===== config.mk =====
export PLATFORM = sky130hd
export DESIGN_NAME = rvga_mem_arbiter_flat
export DESIGN_NICKNAME = d
export VERILOG_FILES = /design/src/rtl/rvga_mem_arbiter_pkg.sv /design/src/rtl/rvga_mem_arbiter_if.sv /design/src/rtl/rvga_mem_arbiter_rr_arb2.sv /design/src/rtl/rvga_mem_arbiter.sv /design/src/flat_wrapper.sv
export SDC_FILE = /design/constraint.sdc
export NUM_CORES = 1
export LEC_CHECK = 0
export ABC_CLOCK_PERIOD_IN_PS = 18900
export CAP_MARGIN = 20
export CORE_AREA = 2 2 293 295
export CTS_BUF_LIST = sky130_fd_sc_hd__clkbuf_4 sky130_fd_sc_hd__clkbuf_8
export DETAILED_ROUTE_END_ITERATION = 10
export DIE_AREA = 0 0 295 297
export MAX_ROUTING_LAYER = met4
export SKIP_LAST_GASP = 1
export SLEW_MARGIN = 20
export SYNTH_ARGS = -nofsm -noshare
export SYNTH_HDL_FRONTEND = slang
export SYNTH_SLANG_ARGS = --single-unit

===== constraint.sdc =====
create_clock -name clk_i -period 18.9 [get_ports clk_i]
set_input_delay 1.89 -clock clk_i [delete_from_list [all_inputs] [get_ports clk_i]]
set_output_delay 1.89 -clock clk_i [all_outputs]
set_load 0.005 [all_outputs]

===== src/rtl/rvga_mem_arbiter_pkg.sv =====
// rvga_mem_arbiter_pkg
//   Shared rvga types for the backing-memory arbiter: word/cacheline widths,
//   FSM state and owner enums, the latched memory request record, and the
//   line-alignment helper.
//   Ports: none (package).
package rvga_mem_arbiter_pkg;

  typedef logic [31:0]  rvga_word;
  typedef logic [127:0] rvga_cacheline;

  typedef enum logic [1:0] {
    e_rvga_arb_idle  = 2'd0,
    e_rvga_arb_issue = 2'd1,
    e_rvga_arb_wait  = 2'd2,
    e_rvga_arb_resp  = 2'd3
  } rvga_arb_state_e;

  typedef enum logic {
    e_rvga_arb_ic = 1'b0,
    e_rvga_arb_dc = 1'b1
  } rvga_arb_owner_e;

  typedef struct packed {
    logic          w;
    rvga_word      addr;
    rvga_cacheline data;
  } rvga_mem_req;

  localparam int unsigned rvga_line_offset_lp = 4;

  // Memory only understands whole lines, so the byte offset is dropped.
  function automatic rvga_word rvga_line_align(input rvga_word addr);
    return {addr[31:rvga_line_offset_lp], {rvga_line_offset_lp{1'b0}}};
  endfunction

endpackage


===== src/rtl/rvga_mem_arbiter_if.sv =====
// rvga_mem_arbiter_if
//   Bundles the icache, dcache and memory handshakes seen by the arbiter.
//   slave  : arbiter view (drives *_ready_o, *_v_o, *_data_o, mem_*_o).
//   master : environment view (caches and memory model).
//   Signals: ic_v_i/ic_ready_o/ic_addr_i, ic_v_o/ic_yumi_i/ic_data_o,
//            dc_v_i/dc_ready_o/dc_w_i/dc_addr_i/dc_data_i,
//            dc_v_o/dc_yumi_i/dc_data_o,
//            mem_v_o/mem_ready_i/mem_w_o/mem_addr_o/mem_data_o,
//            mem_v_i/mem_yumi_o/mem_data_i.
interface rvga_mem_arbiter_if import rvga_mem_arbiter_pkg::*; ();

  logic          ic_v_i;
  logic          ic_ready_o;
  rvga_word      ic_addr_i;
  logic          ic_v_o;
  logic          ic_yumi_i;
  rvga_cacheline ic_data_o;

  logic          dc_v_i;
  logic          dc_ready_o;
  logic          dc_w_i;
  rvga_word      dc_addr_i;
  rvga_cacheline dc_data_i;
  logic          dc_v_o;
  logic          dc_yumi_i;
  rvga_cacheline dc_data_o;

  logic          mem_v_o;
  logic          mem_ready_i;
  logic          mem_w_o;
  rvga_word      mem_addr_o;
  rvga_cacheline mem_data_o;
  logic          mem_v_i;
  logic          mem_yumi_o;
  rvga_cacheline mem_data_i;

  modport slave (
    input  ic_v_i, ic_addr_i, ic_yumi_i,
    output ic_ready_o, ic_v_o, ic_data_o,
    input  dc_v_i, dc_w_i, dc_addr_i, dc_data_i, dc_yumi_i,
    output dc_ready_o, dc_v_o, dc_data_o,
    output mem_v_o, mem_w_o, mem_addr_o, mem_data_o, mem_yumi_o,
    input  mem_ready_i, mem_v_i, mem_data_i
  );

  modport master (
    output ic_v_i, ic_addr_i, ic_yumi_i,
    input  ic_ready_o, ic_v_o, ic_data_o,
    output dc_v_i, dc_w_i, dc_addr_i, dc_data_i, dc_yumi_i,
    input  dc_ready_o, dc_v_o, dc_data_o,
    input  mem_v_o, mem_w_o, mem_addr_o, mem_data_o, mem_yumi_o,
    output mem_ready_i, mem_v_i, mem_data_i
  );

endinterface


===== src/rtl/rvga_mem_arbiter_rr_arb2.sv =====
// rvga_rr_arb2
//   Two-input grant logic for icache/dcache with a last-grant register.
//   Ports: clk_i, reset_i (async, active high); ic_v_i, dc_v_i request valids;
//          en_i pulses on an accepted request and updates last_grant_r;
//          ic_grant_o, dc_grant_o grants (caller qualifies with its idle state).
//   Each grant looks only at the other requester's valid, so a requester's
//   ready never depends on its own valid.
module rvga_rr_arb2 import rvga_mem_arbiter_pkg::*; #(
  parameter bit dc_priority_p = 1'b0
) (
  input  logic clk_i,
  input  logic reset_i,
  input  logic ic_v_i,
  input  logic dc_v_i,
  input  logic en_i,
  output logic ic_grant_o,
  output logic dc_grant_o
);

  rvga_arb_owner_e last_grant_r;
  logic            dc_wins_tie;

  always_comb begin
    dc_wins_tie = dc_priority_p ? 1'b1 : (last_grant_r == e_rvga_arb_ic);
    ic_grant_o  = ~dc_v_i | ~dc_wins_tie;
    dc_grant_o  = ~ic_v_i |  dc_wins_tie;
  end

  always_ff @(posedge clk_i or posedge reset_i) begin
    if (reset_i) begin
      last_grant_r <= e_rvga_arb_ic;
    end else if (en_i) begin
      last_grant_r <= (dc_v_i & dc_grant_o) ? e_rvga_arb_dc : e_rvga_arb_ic;
    end
  end

endmodule


===== src/rtl/rvga_mem_arbiter.sv =====
// rvga_mem_arbiter
//   Shares one cacheline memory port between icache (read) and dcache
//   (read/write), one transaction at a time: accept, issue, wait, return.
//   Ports: clk_i, reset_i (async, active high); bus (rvga_mem_arbiter_if.slave)
//          carrying the icache, dcache and memory handshakes.
//   Parameter dc_priority_p: 0 = round-robin on ties, 1 = dcache wins ties.
//
//   state | meaning
//   IDLE  | ready offered to the arbitration winner, waiting for an accept
//   ISSUE | mem_v_o held with the latched request until mem_ready_i
//   WAIT  | mem_yumi_o held until mem_v_i, response line captured
//   RESP  | owner's *_v_o held with the captured line until its yumi
module rvga_mem_arbiter import rvga_mem_arbiter_pkg::*; #(
  parameter bit dc_priority_p = 1'b0
) (
  input logic               clk_i,
  input logic               reset_i,
  rvga_mem_arbiter_if.slave bus
);

  rvga_arb_state_e state_r, state_n;
  rvga_arb_owner_e owner_r;
  rvga_mem_req     req_r;
  rvga_cacheline   resp_r;

  logic ic_grant, dc_grant;
  logic idle, ic_accept, dc_accept, accept, resp_done;
  logic mem_v, mem_yumi, ic_v, dc_v;
  logic unused_addr_bits;

  rvga_rr_arb2 #(.dc_priority_p(dc_priority_p)) arb (
    .clk_i      (clk_i),
    .reset_i    (reset_i),
    .ic_v_i     (bus.ic_v_i),
    .dc_v_i     (bus.dc_v_i),
    .en_i       (accept),
    .ic_grant_o (ic_grant),
    .dc_grant_o (dc_grant)
  );

  assign idle           = (state_r == e_rvga_arb_idle);
  assign bus.ic_ready_o = idle & ic_grant;
  assign bus.dc_ready_o = idle & dc_grant;
  assign ic_accept      = bus.ic_v_i & bus.ic_ready_o;
  assign dc_accept      = bus.dc_v_i & bus.dc_ready_o;
  assign accept         = ic_accept | dc_accept;
  assign resp_done      = (owner_r == e_rvga_arb_dc) ? bus.dc_yumi_i : bus.ic_yumi_i;

  // Byte offsets never reach memory.
  assign unused_addr_bits = ^{bus.ic_addr_i[3:0], bus.dc_addr_i[3:0]};

  always_ff @(posedge clk_i or posedge reset_i) begin
    if (reset_i) begin
      state_r <= e_rvga_arb_idle;
    end else begin
      state_r <= state_n;
    end
  end

  always_comb begin
    state_n  = state_r;
    mem_v    = 1'b0;
    mem_yumi = 1'b0;
    ic_v     = 1'b0;
    dc_v     = 1'b0;
    case (state_r)
      e_rvga_arb_idle: begin
        if (accept) state_n = e_rvga_arb_issue;
      end
      e_rvga_arb_issue: begin
        mem_v = 1'b1;
        if (bus.mem_ready_i) state_n = e_rvga_arb_wait;
      end
      e_rvga_arb_wait: begin
        mem_yumi = 1'b1;
        if (bus.mem_v_i) state_n = e_rvga_arb_resp;
      end
      e_rvga_arb_resp: begin
        ic_v = (owner_r == e_rvga_arb_ic);
        dc_v = (owner_r == e_rvga_arb_dc);
        if (resp_done) state_n = e_rvga_arb_idle;
      end
      default: state_n = e_rvga_arb_idle;
    endcase
  end

  // Request is latched at accept so mem_* never sees the cache inputs
  // combinationally; the response line is registered for the same reason.
  always_ff @(posedge clk_i or posedge reset_i) begin
    if (reset_i) begin
      owner_r <= e_rvga_arb_ic;
      req_r   <= '0;
      resp_r  <= '0;
    end else begin
      if (ic_accept) begin
        owner_r    <= e_rvga_arb_ic;
        req_r.w    <= 1'b0;
        req_r.addr <= rvga_line_align(bus.ic_addr_i);
        req_r.data <= '0;
      end else if (dc_accept) begin
        owner_r    <= e_rvga_arb_dc;
        req_r.w    <= bus.dc_w_i;
        req_r.addr <= rvga_line_align(bus.dc_addr_i);
        req_r.data <= bus.dc_data_i;
      end
      if ((state_r == e_rvga_arb_wait) && bus.mem_v_i) begin
        resp_r <= bus.mem_data_i;
      end
    end
  end

  assign bus.mem_v_o    = mem_v;
  assign bus.mem_yumi_o = mem_yumi;
  assign bus.mem_w_o    = req_r.w;
  assign bus.mem_addr_o = req_r.addr;
  assign bus.mem_data_o = req_r.data;
  assign bus.ic_v_o     = ic_v;
  assign bus.dc_v_o     = dc_v;
  assign bus.ic_data_o  = resp_r;
  assign bus.dc_data_o  = resp_r;

endmodule


===== src/flat_wrapper.sv =====
// flat-port wrapper written by rule: the top's interface ports become plain ports
module rvga_mem_arbiter_flat import rvga_mem_arbiter_pkg::*;
#(
  parameter bit dc_priority_p = 1'b0
)
  (clk_i, reset_i, bus_ic_v_i, bus_ic_addr_i, bus_ic_yumi_i, bus_ic_ready_o, bus_ic_v_o, bus_ic_data_o, bus_dc_v_i, bus_dc_w_i, bus_dc_addr_i, bus_dc_data_i, bus_dc_yumi_i, bus_dc_ready_o, bus_dc_v_o, bus_dc_data_o, bus_mem_v_o, bus_mem_w_o, bus_mem_addr_o, bus_mem_data_o, bus_mem_yumi_o, bus_mem_ready_i, bus_mem_v_i, bus_mem_data_i);
  rvga_mem_arbiter_if bus_i ();
  input logic clk_i;
  input logic reset_i;
  input wire logic [$bits(bus_i.ic_v_i)-1:0] bus_ic_v_i;
  input wire logic [$bits(bus_i.ic_addr_i)-1:0] bus_ic_addr_i;
  input wire logic [$bits(bus_i.ic_yumi_i)-1:0] bus_ic_yumi_i;
  output wire logic [$bits(bus_i.ic_ready_o)-1:0] bus_ic_ready_o;
  output wire logic [$bits(bus_i.ic_v_o)-1:0] bus_ic_v_o;
  output wire logic [$bits(bus_i.ic_data_o)-1:0] bus_ic_data_o;
  input wire logic [$bits(bus_i.dc_v_i)-1:0] bus_dc_v_i;
  input wire logic [$bits(bus_i.dc_w_i)-1:0] bus_dc_w_i;
  input wire logic [$bits(bus_i.dc_addr_i)-1:0] bus_dc_addr_i;
  input wire logic [$bits(bus_i.dc_data_i)-1:0] bus_dc_data_i;
  input wire logic [$bits(bus_i.dc_yumi_i)-1:0] bus_dc_yumi_i;
  output wire logic [$bits(bus_i.dc_ready_o)-1:0] bus_dc_ready_o;
  output wire logic [$bits(bus_i.dc_v_o)-1:0] bus_dc_v_o;
  output wire logic [$bits(bus_i.dc_data_o)-1:0] bus_dc_data_o;
  output wire logic [$bits(bus_i.mem_v_o)-1:0] bus_mem_v_o;
  output wire logic [$bits(bus_i.mem_w_o)-1:0] bus_mem_w_o;
  output wire logic [$bits(bus_i.mem_addr_o)-1:0] bus_mem_addr_o;
  output wire logic [$bits(bus_i.mem_data_o)-1:0] bus_mem_data_o;
  output wire logic [$bits(bus_i.mem_yumi_o)-1:0] bus_mem_yumi_o;
  input wire logic [$bits(bus_i.mem_ready_i)-1:0] bus_mem_ready_i;
  input wire logic [$bits(bus_i.mem_v_i)-1:0] bus_mem_v_i;
  input wire logic [$bits(bus_i.mem_data_i)-1:0] bus_mem_data_i;
  assign bus_i.ic_v_i = bus_ic_v_i;
  assign bus_i.ic_addr_i = bus_ic_addr_i;
  assign bus_i.ic_yumi_i = bus_ic_yumi_i;
  assign bus_ic_ready_o = bus_i.ic_ready_o;
  assign bus_ic_v_o = bus_i.ic_v_o;
  assign bus_ic_data_o = bus_i.ic_data_o;
  assign bus_i.dc_v_i = bus_dc_v_i;
  assign bus_i.dc_w_i = bus_dc_w_i;
  assign bus_i.dc_addr_i = bus_dc_addr_i;
  assign bus_i.dc_data_i = bus_dc_data_i;
  assign bus_i.dc_yumi_i = bus_dc_yumi_i;
  assign bus_dc_ready_o = bus_i.dc_ready_o;
  assign bus_dc_v_o = bus_i.dc_v_o;
  assign bus_dc_data_o = bus_i.dc_data_o;
  assign bus_mem_v_o = bus_i.mem_v_o;
  assign bus_mem_w_o = bus_i.mem_w_o;
  assign bus_mem_addr_o = bus_i.mem_addr_o;
  assign bus_mem_data_o = bus_i.mem_data_o;
  assign bus_mem_yumi_o = bus_i.mem_yumi_o;
  assign bus_i.mem_ready_i = bus_mem_ready_i;
  assign bus_i.mem_v_i = bus_mem_v_i;
  assign bus_i.mem_data_i = bus_mem_data_i;
  rvga_mem_arbiter #(.dc_priority_p(dc_priority_p)) u_core (.clk_i(clk_i), .reset_i(reset_i), .bus(bus_i));
endmodule

==> results_dict.tcl, run 1 <==
set metrics [dict create \
    status "complete, no violations" \
    grt_max_degree 115 \
    worst_slack_ns 13.68 \
    cp_top_family "buffers and inverters" \
    die_area_um2 87620 \
    grt_first_pass_wirelength_mm 73.00 \
    crit_chain "clkdlybuf4s50_1 -> a21boi_0 -> clkdlybuf4s50_1" \
    cp_common_cell "clkdlybuf4s50_1" \
    cts_sinks 289 \
    r2r_start "u_core.state_r[1]$_DFFE_PP0P_" \
    clockRootBuffer "clkbuf_8" \
    syn_area_per_cell_um2 10.73 \
    syn_inst 1150 \
    cts_tree "built" \
    via_count 10378 \
    slew_viol_final 0 \
    synth_cell_types 22 \
    fmax_mhz 191.8 \
    detailed_place_hpwl_mm 38.36 \
    rsz0062_at_grt "false" \
    cp-end-kind "primary output" \
    synth_area_um2 12340 \
    ir_drop_mv 0.05444 \
    cts_setup_buffers 0 \
    ioPinCount 752 \
    grt_overflow 0 \
    postRouteAntennaNets 0 \
    cts_max_path_buffers 3 \
    place.gp.congestion 0.8008 \
    startpoint "bus_dc_v_i" \
    fin_crit_sh 0.2759 \
    fin_crit_ns 5.215 \
    cts_made_buffers 55 \
    p_per_area_nw_per_um2 152.7 \
    area_growth_pct 70.61 \
    die_x_um 295 \
    fin_nets 2089 \
    crit_path_start_kind "input port" \
    path_buf_inv 2 \
    setup_viol 0 \
    antenna_found_initial 9 \
    yosysWarnings 0 \
    hold_viol_final 0 \
    port_buffers 739 \
    dr.pass1.iters 4 \
    grt_pass1_vias 10847 \
    htreeDepth 2 \
    rows 107 \
    synth_top_area_cell "dfrtp_1" \
    routed_wl_mm 50.99 \
    max-cap-violations 0 \
    core-area_um2 84480 \
    grt_usage 0.1159 \
    fillers 8987 \
    path_clk_slew_ns 0.06 \
    viasPerCell 3.524 \
    worstHoldStart "u_core.bus.mem_data_o[29]$_DFFE_PP0P_" \
    worstPathRequired_ns 17.01 \
    critPathMaxStageDelay_ns 0.60 \
    critPathKind "in -> out" \
    p_leak_uw 0.009050 \
    hold_class "reg -> reg" \
    hold_slack_ns 0.4929 \
    relSlewSlack 0.3644 \
    initial_core_util 0.1460 \
    drc 0 \
    wl_per_cell_um 17.32 \
    worst_pin_slew_ns 0.9535 \
    die_h_um 297 \
    yosys-top-cells-area "dfrtp_1, mux2_2, nand2_1" \
    cp_slowest_cell "clkdlybuf4s50_1" \
    synth_top_area_frac 0.5863 \
    clk_latency_ns 0.63 \
    clock_skew_ns 0.02538 \
    cts_repair_resize_count 0 \
    yosysSeqAreaShare 0.5863 \
    detailedPlace.worstSlack_ns 13.69 \
    synth-seq-cells 289 \
    cp.arrival_ns 3.33 \
    cp_max_fo 5 \
    drive_above_1_share 0.1327 \
    final.setup.tns_ns 0 \
    drt_iter0_markers 434 \
    holdBufCountCts 0 \
]
-- stage by stage --
stage / cells / util / power [µW] / cell area (µm²)
after floorplan: 1153 / - / 1728 / 12350
after global routing: 2942 / 0.2490 / 3431 / 21040
after global placement: 2843 / 0.2360 / 2605 / 19940
after CTS: 2938 / 0.2489 / 3279 / 21030
final: 2945 / 0.2491 / 3213 / 21050
after detailed placement: 2843 / 0.2360 / 2620 / 19940
-- cell type report --
type                            instances  area (µm²)  share of cell area
Inverter                                7       33.78            0.001605
Timing Repair Buffer                  747        7470              0.3549
Antenna cell                            7       17.52           0.0008323
Multi-Input combinational cell        656        3771              0.1792
Tap cell                             1144        1431             0.06801
Sequential cell                       289        7232              0.3436
Clock inverter                          8       42.54            0.002021
Clock buffer                           87        1047             0.04976
-- Yosys cell counts, drive strengths merged --
cell type and instances:
ha 4, dfrtp 289, inv 7, a22oi 1, conb 1, clkbuf 12, o211ai 1, nor2 30
o21ai 1, a31oi 28, buf 189, mux2i 1, a32oi 1, nand3 130, nand2 320, a21boi 2
and2 3, nor2b 1, mux2 129
-- cell usage in the layout (no fill, tap or decap), drive strengths merged, types with 2 or more instances in the layout --
master / netlist / layout
buf: 189 / 8
and2: 3 / 3
nand3: 130 / 130
nor2: 30 / 30
mux2: 129 / 129
dfrtp: 289 / 289
conb: 1 / 4
inv: 7 / 7
clkbuf: 12 / 87
a31oi: 28 / 28
a21boi: 2 / 2
nand2: 320 / 320
clkdlybuf4s50: 0 / 739
clkinv: 0 / 7
diode: 0 / 7
ha: 4 / 4
-- power by group --
group / internal, µW / leakage, µW / switching [µW]
registers: 895 / 0.00358 / 211
logic: 954 / 0.00488 / 528
clock network: 347 / 0.000591 / 278
-- sequential cells by signal, summed over array words and instances, names as in the netlist --
signal / cells
u_core.bus.dc_data_o: 128
u_core.state_r: 2
u_core.arb.last_grant_r: 1
u_core.bus.mem_w_o: 1
u_core.bus.mem_addr_o: 28
u_core.owner_r: 1
u_core.bus.mem_data_o: 128
-- worst paths after layout --
kind / to / slack, ns / cells past startpoint
worst max register to register: u_core.bus.mem_data_o[50]$_DFFE_PP0P_ / 15.49 / 8
worst min-delay path: u_core.bus.mem_data_o[29]$_DFFE_PP0P_ / 0.49 / 2
max in group asynchronous: u_core.bus.mem_data_o[2]$_DFFE_PP0P_ / 15.54 / 3
worst max-delay path: bus_ic_ready_o / 13.68 / 3
min in group asynchronous: u_core.bus.mem_data_o[57]$_DFFE_PP0P_ / 1.82 / 2
worst min register to register: u_core.bus.mem_data_o[29]$_DFFE_PP0P_ / 0.49 / 2
-- cells by family after synthesis --
logic type,count (synthesis),share of synthesized area
and+or+nand+nor,484,0.1613
DFF,289,0.5863
buffers and inverters,208,0.1111
muxes,130,0.1186
AOI/OAI and AO/OA,34,0.01846
adders and majority gates,4,0.004057
other,1,0.0003040
-- tightest hold or removal path, cell delays in order (launching register included) --
cell and delay, ns:
dfrtp_1 0.33, nand3_1 0.06, nand2_1 0.06
-- routing by layer --
| metal | global-route usage | wire length, µm |
|---|---|---|
| met3 | 0.04528 | 5036 |
| met1 | 0.1327 | 20560 |
| met4 | 0.04215 | 1883 |
| met2 | 0.1827 | 23510 |
| met5 | - | 0 |
Power figures use the tool's default switching activity.
==> run 2, diff against run 1 <==
--- a/config.mk
+++ b/config.mk
@@ -5,7 +5,7 @@
 export SDC_FILE = /design/constraint.sdc
 export NUM_CORES = 1
 export LEC_CHECK = 0
-export ABC_CLOCK_PERIOD_IN_PS = 18900
+export ABC_CLOCK_PERIOD_IN_PS = 4500
 export CAP_MARGIN = 20
 export CORE_AREA = 2 2 293 295
 export CTS_BUF_LIST = sky130_fd_sc_hd__clkbuf_4 sky130_fd_sc_hd__clkbuf_8
==> constraint.sdc (replaced) <==
create_clock -name clk_i -period 4.5 [get_ports clk_i]
set_input_delay 0.45 -clock clk_i [delete_from_list [all_inputs] [get_ports clk_i]]
set_output_delay 0.45 -clock clk_i [all_outputs]
set_load 0.005 [all_outputs]
==> run 2 against run 1 <==
Critical path depth increased by 1. Non-clock buffer count increased by 19. Core utilization increased by 0.48 points. Largest cell class unchanged.
==> results_dict.tcl, run 2 (synthesis results as in run 1) <==
set metrics [dict create \
    final_common_cell "clkdlybuf4s50_1" \
    cp-end-kind "primary output" \
    hold_viol_final 0 \
    holdBufCountCts 0 \
    p_leak_uw 0.009246 \
    fin_nets 2108 \
    wl_met3_mm 5.327 \
    fin_crit_ns 2.821 \
    die_x_um 295 \
    core-area_um2 84480 \
    clock_skew_ns 0.02341 \
    worstPathRequired_ns 4.05 \
    ioPinCount 752 \
    cts_tree "built" \
    drt_iter0_markers 354 \
    cts_made_buffers 55 \
    worst_pin_slew_ns 1.018 \
    via_count 10626 \
    path_clk_slew_ns 0.06 \
    p_per_area_nw_per_um2 646.3 \
    dr.pass1.iters 4 \
    fmax_mhz 354.5 \
    cp_slowest_cell "clkdlybuf4s50_1" \
    routed_wl_mm 52.42 \
    htreeDepth 2 \
    grt_pass1_vias 11021 \
    die_h_um 297 \
    clk_latency_ns 0.63 \
    clockRootBuffer "clkbuf_8" \
    wl_per_cell_um 17.64 \
    mostFrequentLayoutCells "clkdlybuf4s50_1, nand2_1, dfrtp_1, nand3_1, mux2_2" \
    area_growth_pct 73.86 \
    place.gp.congestion 0.8404 \
    dp_cells 2862 \
    detailedPlace.worstSlack_ns 1.708 \
    critPathKind "reg -> out" \
    path_buf_inv 2 \
    status "complete, no violations" \
    cp.arrival_ns 2.37 \
    grt_first_pass_wirelength_mm 74.83 \
    critPathMaxStageDelay_ns 0.71 \
    max-cap-violations 0 \
    finalNonFillerCells 2972 \
    cts_repair_resize_count 0 \
    final.setup.tns_ns 0 \
    stdcell_area_um2 21450 \
    initial_core_util 0.1460 \
    grt_usage 0.1192 \
    hold_class "in -> async" \
    crit_chain "inv_1 -> ha_1 -> a21boi_0 -> clkdlybuf4s50_1" \
    relSlewSlack 0.3177 \
    rows 107 \
    worst_slack_ns 1.679 \
    fin_crit_sh 0.6268 \
    placed_cell_area_um2 20160 \
    wl_met2_mm 24.62 \
    ir_drop_mv 0.2683 \
    detailed_place_hpwl_mm 41.12 \
    rsz0062_at_grt "false" \
    grt_max_degree 85 \
    top_layer "met4" \
    port_buffers 739 \
    viasPerCell 3.575 \
    crit_path_start_kind "register" \
    drive_above_1_share 0.1446 \
    cp_max_fo 5 \
    cts_max_path_buffers 3 \
    postRouteAntennaNets 0 \
    cts_sinks 289 \
    slew_viol_final 0 \
    cts_setup_buffers 0 \
    grt_overflow 0 \
    drc 0 \
    setup_viol 0 \
    die_area_um2 87620 \
    wirelength_met1_mm 20.80 \
    cp_top_family "buffers and inverters" \
    antenna_found_initial 20 \
]
[run 2: cell count changes in the layout (fill, tap and decap cells not counted), moves of 2 or more]
cell / before / now
clkbuf_4: 24 / 13
clkbuf_8: 63 / 76
bufinv_16: 0 / 2
buf_12: 1 / 8
buf_4: 7 / 19
diode_2: 7 / 9
[run 2: final timing paths]
check | start | to | slack [ns] | cells after the start
worst max-delay path | u_core.state_r[0]$_DFFE_PP0P_ | bus_ic_ready_o | 1.68 | 4
worst min-delay path | reset_i | u_core.bus.mem_data_o[45]$_DFFE_PP0P_ | 0.25 | 2
worst max register to register | u_core.state_r[0]$_DFFE_PP0P_ | u_core.bus.mem_data_o[12]$_DFFE_PP0P_ | 2.04 | 7
worst min register to register | u_core.bus.mem_data_o[67]$_DFFE_PP0P_ | u_core.bus.mem_data_o[67]$_DFFE_PP0P_ | 0.49 | 2
max in group asynchronous | reset_i | u_core.bus.dc_data_o[6]$_DFFE_PP0P_ | 3.19 | 4
min in group clk_i | bus_dc_data_i[84] | u_core.bus.mem_data_o[84]$_DFFE_PP0P_ | 0.35 | 3
[run 2: cell type report]
class / instances / area, µm²
fill: 8989 / 63030
timing repair buffer: 766 / 7700
sequential: 289 / 7232
multi-input combinational: 656 / 3771
tap: 1144 / 1431
clock buffer: 89 / 1144
clock inverter: 12 / 116.4
inverter: 7 / 30.03
antenna: 9 / 22.52
[run 2: worst reg2reg max path: stages, from the launching register on]
cell and delay (ns):
dfrtp_1 0.40, inv_1 0.11, ha_1 0.29, a21boi_2 0.30
nand2_4 0.44, buf_4 0.62, nand3_1 0.14, nand2_1 0.06
[run 2: per-layer routing]
layer / vias up / global-route usage
li1: 4905 / -
met1: 5092 / 0.1347
met2: 534 / 0.1917
met3: 95 / 0.04662
met4: 0 / 0.03960
met5: - / -
[run 2: through the flow]
step	hold slack [ns]	total power, µW	utilization
global placement	0.4795	10970	0.2387
floorplan	0.4916	7257	-
global route	0.2416	14790	0.2538
finish	0.2545	13860	0.2539
CTS	0.1719	14130	0.2536
detailed placement	0.4829	11040	0.2387
[run 2: where the power goes]
part | total (µW) | internal, µW | leakage [µW] | switching (µW)
Clock | 2950 | 1720 | 0.000671 | 1230
Combinational | 6250 | 4070 | 0.00500 | 2180
Sequential | 4670 | 3760 | 0.00358 | 912
Total | 13900 | 9540 | 0.00925 | 4320
==> run 3, diff against run 2 <==
--- a/config.mk
+++ b/config.mk
@@ -5,7 +5,7 @@
 export SDC_FILE = /design/constraint.sdc
 export NUM_CORES = 1
 export LEC_CHECK = 0
-export ABC_CLOCK_PERIOD_IN_PS = 4500
+export ABC_CLOCK_PERIOD_IN_PS = 2400
 export CAP_MARGIN = 20
 export CORE_AREA = 2 2 293 295
 export CTS_BUF_LIST = sky130_fd_sc_hd__clkbuf_4 sky130_fd_sc_hd__clkbuf_8
==> constraint.sdc (replaced) <==
create_clock -name clk_i -period 2.4 [get_ports clk_i]
set_input_delay 0.24 -clock clk_i [delete_from_list [all_inputs] [get_ports clk_i]]
set_output_delay 0.24 -clock clk_i [all_outputs]
set_load 0.005 [all_outputs]
==> run 3 against run 2 <==
Clock power rose by 89%. Worst hold slack got worse by 0.13 ns. Sequential power rose by 88%. Clock skew rose by 0.0052 ns. Core utilization rose by 0.48 points. Critical endpoint is now bus_ic_v_o. Highest routed layer unchanged. Cell area rose by 1.9%.
==> results_dict.tcl, run 3 (synthesis results as in run 1) <==
set metrics [dict create \
    cp_max_fo 4 \
    max-cap-violations 0 \
    grt_max_degree 74 \
    worst_slack_ns 0.1959 \
    reg2reg_setup_slack_ns 0.40 \
    cp.arrival_ns 1.96 \
    fmax_mhz 453.7 \
    grt_usage 0.1212 \
    fin_crit_sh 0.9184 \
    postRouteAntennaNets 0 \
    worstPathRequired_ns 2.16 \
    setup_viol 0 \
    die_area_um2 87620 \
    hold_viol_final 0 \
    grt_pass1_vias 11137 \
    p_leak_uw 0.009446 \
    fin_nets 2138 \
    via_count 10717 \
    clock_skew_ns 0.02856 \
    worst-path-stages 3 \
    dr.pass1.iters 4 \
    status "complete, no violations" \
    viasPerCell 3.568 \
    rsz0062_at_grt "false" \
    crit_path_start_kind "register" \
    grt_first_pass_wirelength_mm 75.84 \
    critPathMaxStageDelay_ns 0.54 \
    hold_class "in -> reg" \
    postLayoutCoreUtil 0.2586 \
    p_per_area_nw_per_um2 1205 \
    detailedPlace.worstSlack_ns 0.3110 \
    cts_sinks 289 \
    drt_iter0_markers 345 \
    startpoint "u_core.state_r[1]$_DFFE_PP0P_" \
    port_buffers 739 \
    cts_max_path_buffers 3 \
    drive_above_1_share 0.1585 \
    ir_drop_mv 0.5947 \
    mostFrequentLayoutCells "clkdlybuf4s50_1, nand2_1, dfrtp_1, nand3_1, mux2_2" \
    drc 0 \
    core-area_um2 84480 \
    initial_core_util 0.1460 \
    cts_tree "built" \
    path_clk_slew_ns 0.06 \
    fin_crit_ns 2.204 \
    place.gp.congestion 0.8453 \
    hold_slack_ns 0.1206 \
    final.setup.tns_ns 0 \
    wl_per_cell_um 17.67 \
    clk_latency_ns 0.65 \
    htreeDepth 2 \
    reg2regPathDepth 8 \
    final_common_cell "clkdlybuf4s50_1" \
    cp_top_family "buffers and inverters" \
    antenna_found_initial 21 \
    rr_endpoint "u_core.bus.mem_data_o[39]$_DFFE_PP0P_" \
    critPathKind "reg -> out" \
    ioPinCount 752 \
    die_h_um 297 \
    crit_chain "ha_1 -> nor2b_1 -> clkdlybuf4s50_1" \
    cts_made_buffers 56 \
    cp-end-kind "primary output" \
    crit_end "bus_ic_v_o" \
    cp_slowest_cell "clkdlybuf4s50_1" \
    totalPowerFinal_uw 26320 \
    path_buf_inv 1 \
    relSlewSlack 0.6519 \
    r2r_start "u_core.state_r[1]$_DFFE_PP0P_" \
    grt_overflow 0 \
    clockRootBuffer "clkbuf_8" \
    routed_wl_mm 53.07 \
    slew_viol_final 0 \
    rows 107 \
    die_x_um 295 \
    area_growth_pct 77.13 \
    detailed_place_hpwl_mm 42.27 \
    worst_pin_slew_ns 0.5222 \
]
[run 3: cell types whose count changed in the layout (fill, tap and decap cells not counted), sizes merged, moves of 2 or more]
cell and change:
buf +28, clkbuf -4, clkinvlp +3, diode +3
bufinv +2, clkdlybuf4s50 -2
[run 3: per-layer routing]
metal	track usage	part of all wire	vias to the layer above
li1	-	-	4971
met1	0.1312	0.39	5171
met2	0.2006	0.48	508
met3	0.05245	0.10	67
met4	0.03462	0.025	0
met5	-	0	-
[run 3: tightest hold or removal path: stages]
cell	delay (ns)
clkdlybuf4s50_1	0.39
nand2_1	0.05
nand2_1	0.04
[run 3: area by class of cell]
type / count / area, µm²
antenna: 12 / 30.03
tap: 1144 / 1431
multi-input combinational: 656 / 3791
timing repair buffer: 795 / 8059
clock inverter: 16 / 193.9
sequential: 289 / 7232
fill: 8934 / 62630
inverter: 7 / 30.03
clock buffer: 85 / 1082
[run 3: through the flow]
step | cells | instance area (µm²)
after floorplan | 1153 | 12350
after global placement | 2888 | 20500
after detailed placement | 2888 | 20500
after CTS | 2990 | 21790
after global routing | 3003 | 21850
final | 3004 | 21850
[run 3: where the power goes]
group / switching (µW) / internal (µW)
logic: 4150 / 7820
clock network: 2280 / 3300
registers: 1730 / 7050
[run 3: timing repair]
item                                    4_1_cts  5_1_grt
buffers inserted                              0        2
endpoints found under the hold margin        16        0
hold buffers                                  1        0
endpoints found under the setup margin        2        2
resized for setup                             2        4
[run 3: worst min-delay path by stage]
stage | to | from | slack (ns) | cells after the start
2_1_floorplan | u_core.bus.mem_data_o[0]$_DFFE_PP0P_ | bus_dc_data_i[0] | 0.35 | 2
3_3_place_gp | u_core.bus.mem_data_o[3]$_DFFE_PP0P_ | u_core.bus.mem_data_o[3]$_DFFE_PP0P_ | 0.48 | 2
3_5_place_dp | u_core.bus.mem_data_o[79]$_DFFE_PP0P_ | u_core.bus.mem_data_o[79]$_DFFE_PP0P_ | 0.48 | 2
4_1_cts | u_core.bus.mem_data_o[74]$_DFFE_PP0P_ | bus_dc_data_i[74] | 0.02 | 3
5_1_grt | u_core.bus.mem_data_o[72]$_DFFE_PP0P_ | bus_dc_data_i[72] | 0.06 | 3
6_report | u_core.bus.mem_data_o[74]$_DFFE_PP0P_ | bus_dc_data_i[74] | 0.12 | 3
